<file path="src/rtl/part2.sv">
// part2: 2:1 data mux with a registered copy of the result.
//
// Combinational path: M_comb = SE ? YIN : XIN. Nothing on this path is clocked,
// so it also follows the inputs while reset is asserted.
//
// Registered path: a rising clk edge with in_valid=1 is a "capture". A capture
// loads M, eq and last_se, and it may bump sel_changes. When in_valid=0 the
// registered state holds. The one exception is out_valid, which is always a
// one-cycle-delayed copy of in_valid.
//
// Ports
//   clk          sole clock, rising edge
//   reset        asynchronous, active-high reset
//   SE           select: 0 -> XIN, 1 -> YIN
//   XIN, YIN     WIDTH-bit data inputs
//   in_valid     qualifies SE/XIN/YIN for capture this cycle
//   M_comb       combinational mux result
//   M            registered mux result (1-cycle latency)
//   out_valid    M holds a result captured on the previous edge
//   eq           XIN == YIN at the last capture
//   sel_changes  saturating count of select toggles between captures
module part2 #(
  parameter int WIDTH = 4,
  parameter int CNT_W = 8
) (
  input  logic             clk,
  input  logic             reset,
  input  logic             SE,
  input  logic [WIDTH-1:0] XIN,
  input  logic [WIDTH-1:0] YIN,
  input  logic             in_valid,
  output logic [WIDTH-1:0] M_comb,
  output logic [WIDTH-1:0] M,
  output logic             out_valid,
  output logic             eq,
  output logic [CNT_W-1:0] sel_changes
);

  logic [WIDTH-1:0] r_m;
  logic             r_eq;
  logic             r_out_valid;
  logic             r_last_se;
  logic             r_primed;
  logic [CNT_W-1:0] r_sel_changes;

  logic [WIDTH-1:0] w_m_comb;
  logic             w_sel_change;
  logic             w_cnt_max;

  assign w_m_comb = SE ? YIN : XIN;

  // A change needs an earlier capture to compare against. Until the first
  // capture after reset (r_primed=0), the reset value of r_last_se means nothing.
  assign w_sel_change = in_valid & r_primed & (SE ^ r_last_se);
  assign w_cnt_max    = &r_sel_changes;

  always_ff @(posedge clk or posedge reset) begin
    if (reset) begin
      r_m           <= '0;
      r_eq          <= 1'b0;
      r_out_valid   <= 1'b0;
      r_last_se     <= 1'b0;
      r_primed      <= 1'b0;
      r_sel_changes <= '0;
    end else begin
      r_out_valid <= in_valid;
      if (in_valid) begin
        r_m       <= w_m_comb;
        r_eq      <= (XIN == YIN);
        r_last_se <= SE;
        r_primed  <= 1'b1;
      end
      // Saturate at all-ones rather than wrapping back to zero.
      if (w_sel_change && !w_cnt_max) begin
        r_sel_changes <= r_sel_changes + 1'b1;
      end
    end
  end

  assign M_comb      = w_m_comb;
  assign M           = r_m;
  assign eq          = r_eq;
  assign out_valid   = r_out_valid;
  assign sel_changes = r_sel_changes;

endmodule

</file>
<file path="config.mk">
export PLATFORM = sky130hd
export DESIGN_NAME = part2
export DESIGN_NICKNAME = d
export VERILOG_FILES = /design/src/rtl/part2.sv
export SDC_FILE = /design/constraint.sdc
export NUM_CORES = 1
export LEC_CHECK = 0
export CAP_MARGIN = 40
export CORE_MARGIN = 1.5
export CORE_UTILIZATION = 43
export DETAILED_ROUTE_END_ITERATION = 12
export PLACE_DENSITY = 0.77
export SYNTH_ARGS = -nofsm -noshare
export SYNTH_HDL_FRONTEND = slang
export SYNTH_SLANG_ARGS = --single-unit
</file>
<file path="constraint.sdc">
create_clock -name clk -period 1.75 [get_ports clk]
set_input_delay 0.175 -clock clk [delete_from_list [all_inputs] [get_ports clk]]
set_output_delay 0.175 -clock clk [all_outputs]
set_load 0.02 [all_outputs]
</file>
==> impl.org <==
** Place
- Port buffering added 29 buffers.
- Post-Place Cell Area :: 1179 sq um
- The HPWL after detailed placement is 1.385 mm.
- Placed Instances :: 124
- OpenSTA, run right after detailed placement, puts the worst setup slack at -0.2147 ns.
- Final weighted congestion in routability-driven placement :: 0.7512

** Die
- In this run the core area contains 15 standard-cell rows.
- Core footprint :: 1783 sq um
- Initial standard-cell utilization of the core :: 47.02%
- The die covers 2224 sq um.
- The die is 47.16 um tall.
- In this run the count of I/O pins placed on the die edge is 30.
- The floorplan step set the die width to 47.16 um.

** Finish
- Summing all non-filler instances in the final layout gives an area of 1204 sq um.
- Once layout is complete, the cells apart from fillers number 127.
- Area Growth Syn to Fin :: 43.58%
- Cells with a size suffix above 1 make up 26.47% of the layout.
- The number of antenna diodes in the final layout is 0.
- Final net count :: 117

** Power
- The worst-case IR drop observed on VDD is 0.7150 mV.
- Leakage :: 0.0005059 uW
- Overall power consumption after layout is estimated at 1280 uW.
- Power density of the placed cells :: 1063 nW/um^2

** Critical path
- Type of the setup path with the least slack :: flop to output pin
- Traced cell by cell, the critical path runs through clkdlybuf4s50_1.
- At the worst endpoint, the required time is 1.57 ns.
- The number of buffers and inverters on the critical path is 1.
- Among all stages on the critical path, the largest delay is contributed by sky130_fd_sc_hd__clkdlybuf4s50_1.
- STA classifies the critical path startpoint as a flop.
- Largest stage delay on the critical path :: 0.65 ns
- The worst setup path is captured at an output pin.
- Dominant delay contributor by cell family on the critical path :: buffers and inverters
- Arr. time, crit path :: 1.41 ns
- Maximum fanout count along the critical path :: 7

** Logic synthesis
- After synthesis, the netlist uses 25 different library cells.
- Sequential element share of the synthesized area :: 47.76%
- Number of warnings issued by yosys :: 0
- Share of flip-flops with an asynchronous set or reset after synthesis :: 100.0%
- Cell Area, Synth :: 838.3 sq um
- Among all cell types in the netlist, the one instantiated most often is sky130_fd_sc_hd__dfrtp_1.
- Synthesis produced a netlist whose cell count is 67.
- Seq cells post-synth :: 16
- List of most frequent post-synthesis cells :: 16 x sky130_fd_sc_hd__dfrtp_1, 11 x sky130_fd_sc_hd__mux2_2, 7 x sky130_fd_sc_hd__xor2_1
- Share of the synthesized area in the top cell type :: 47.76%
- Largest area contributor in the synthesized netlist :: sky130_fd_sc_hd__dfrtp_1
- Avg Inst Size Synth :: 12.51 sq um
- EDFF count, synth :: 0
- Main flop type after synthesis :: sky130_fd_sc_hd__dfrtp_1
- Yosys attributes the largest share of cell area to sky130_fd_sc_hd__dfrtp_1 48%, sky130_fd_sc_hd__mux2_2 15%, sky130_fd_sc_hd__xor2_1 7.3%.
- Syn Nets :: 80

** Timing
- The final critical path takes up 90.85% of the cycle.
- Headroom to the max-slew limit came out at 60.87%.
- Final count of hold timing violations :: 0
- Setup violations remaining at the end of the flow were counted as 0.
- The tightest hold path in the finished design has a slack of 0.2527 ns.
- At the pin with the least slew margin, the transition time is 0.5863 ns.
- Derived from the worst setup path, the maximum achievable clock frequency is 629.0 MHz.
- Across all setup checks in the final design, the least slack found is 0.1602 ns.
- For the final database, setup skew stands at 0.003321 ns.
- Final Critical Period :: 1.590 ns
- Pins over their slew limit :: 0
- Unrepaired setup endpoints after global routing :: false

** Job
- Number of max-cap violations :: 0

** Detailed routing
- The pre-antenna-repair detailed-routing pass consisted of 4 iterations.
- The final layout contains routed wiring with a total length of 1.718 mm.
- Number of DRC violations after detailed-routing iteration 0 :: 17
- DRC violation count after routing :: 0
- Routed via count :: 634
- Number of vias per cell :: 4.992
- Dividing the detail-routed wire length by the instance count gives 13.53 um.
- Routed Antenna Nets :: 0

** Clock network
- Max H-tree Level :: 1
- The number of hold buffers added after CTS was 0.
- Once the clock tree was built, the setup fixing pass inserted 0 buffers.
- CTS Buf Count :: 3
- Worst-path clk slew :: 0.09 ns
- Root buffer cell :: sky130_fd_sc_hd__clkbuf_4
- The longest clock path from root to sink contains 2 buffers.
- For the worst-skew pair, the clock arrives at the later sink with an insertion delay of 0.28 ns.
- TritonCTS built the clock tree.
- Number of sinks driven by the clock tree :: 16

** Global route
- The first global-routing pass estimated 2.946 mm of wire.
- All-layer global routing usage :: 19.54%
- The via count of the first global-routing pass is 666.
- Entering global routing, the biggest net connects 17 pins.
- Global routing finished with a remaining overflow of 0.
- Antenna violations before repair :: 0

** Min path
- The path class of the tightest hold or removal check is input pin to asynchronous set/reset pin.

** Run status
- Result of the run :: finished clean
==> area by class of cell <==
class / count / area [sq um]
inverters: 2 / 7.507
flip-flops and latches: 16 / 400.4
clock buffers: 3 / 22.52
repair buffers: 34 / 325.3
multi-input cells: 47 / 416.7
fillers: 139 / 579.3
well taps: 25 / 31.28
==> metrics by stage <==
| stage | setup TNS (ns) | util (%) |
|---|---|---|
| 3_5_place_dp | -1.342 | 66.11 |
| 4_1_cts | 0 | 67.09 |
| 5_1_grt | 0 | 67.51 |
| 2_1_floorplan | 0 | - |
| 6_report | 0 | 67.51 |
| 3_3_place_gp | -0.9385 | 66.11 |
==> routing by layer <==
metal  global-route usage (%)  wire length (um)  vias to the layer above
met4                    11.11                19                        0
met1                    23.91               772                      313
met2                    32.88               898                       13
met5                        0                 0                        -
met3                    2.692                28                        2
li1                         -                 -                      306
==> placed cells by master (no fill, tap or decap), types with 2 or more instances in the layout <==
cell and instances:
sky130_fd_sc_hd__clkdlybuf4s50_1 24, sky130_fd_sc_hd__dfrtp_1 16, sky130_fd_sc_hd__mux2_2 11, sky130_fd_sc_hd__xor2_1 7
sky130_fd_sc_hd__buf_4 5, sky130_fd_sc_hd__nand3_1 4, sky130_fd_sc_hd__dlygate4sd2_1 4, sky130_fd_sc_hd__nor2_1 3
sky130_fd_sc_hd__nand2_1 3, sky130_fd_sc_hd__nor3_2 3, sky130_fd_sc_hd__clkbuf_4 3, sky130_fd_sc_hd__inv_1 2
sky130_fd_sc_hd__mux2_1 2, sky130_fd_sc_hd__nor4_1 2
==> state kept, by name (all words and copies together), names as in the netlist <==
register	flops
r_primed	1
out_valid	1
M	4
r_last_se	1
eq	1
sel_changes	8
==> cell families after synthesis <==
| group | Yosys count | share of synthesized area [%] |
|---|---|---|
| simple gates | 19 | 13.88 |
| mux | 13 | 17.46 |
| xor+xnor | 8 | 10.60 |
| compound gates | 6 | 5.671 |
| fa+ha+maj | 1 | 1.492 |
| flops | 16 | 47.76 |
| buf+inv | 4 | 3.135 |
==> worst paths after layout <==
kind | startpoint | cells past startpoint | endpoint | slack (ns)
max in group asynchronous | reset | 2 | M[2] | 1.11
min | reset | 2 | sel_changes[2] | 0.25
min reg2reg | sel_changes[6] | 1 | sel_changes[6] | 0.50
min in group clk | SE | 3 | r_last_se | 0.46
max reg2reg | sel_changes[0] | 5 | sel_changes[1] | 0.27
max | sel_changes[7] | 1 | sel_changes[7] | 0.16
==> where the power goes <==
part | switching, uW | internal [uW]
clock | 113 | 79.9
sequential | 101 | 452
combinational | 267 | 268
==> timing repair <==
item / CTS / global route
gates resized for setup: 4 / 2
setup endpoints to repair: 4 / 2
cloned: 0 / 0
hold endpoints to repair: 0 / 0
Note: power is estimated with default switching activity, not from simulation.
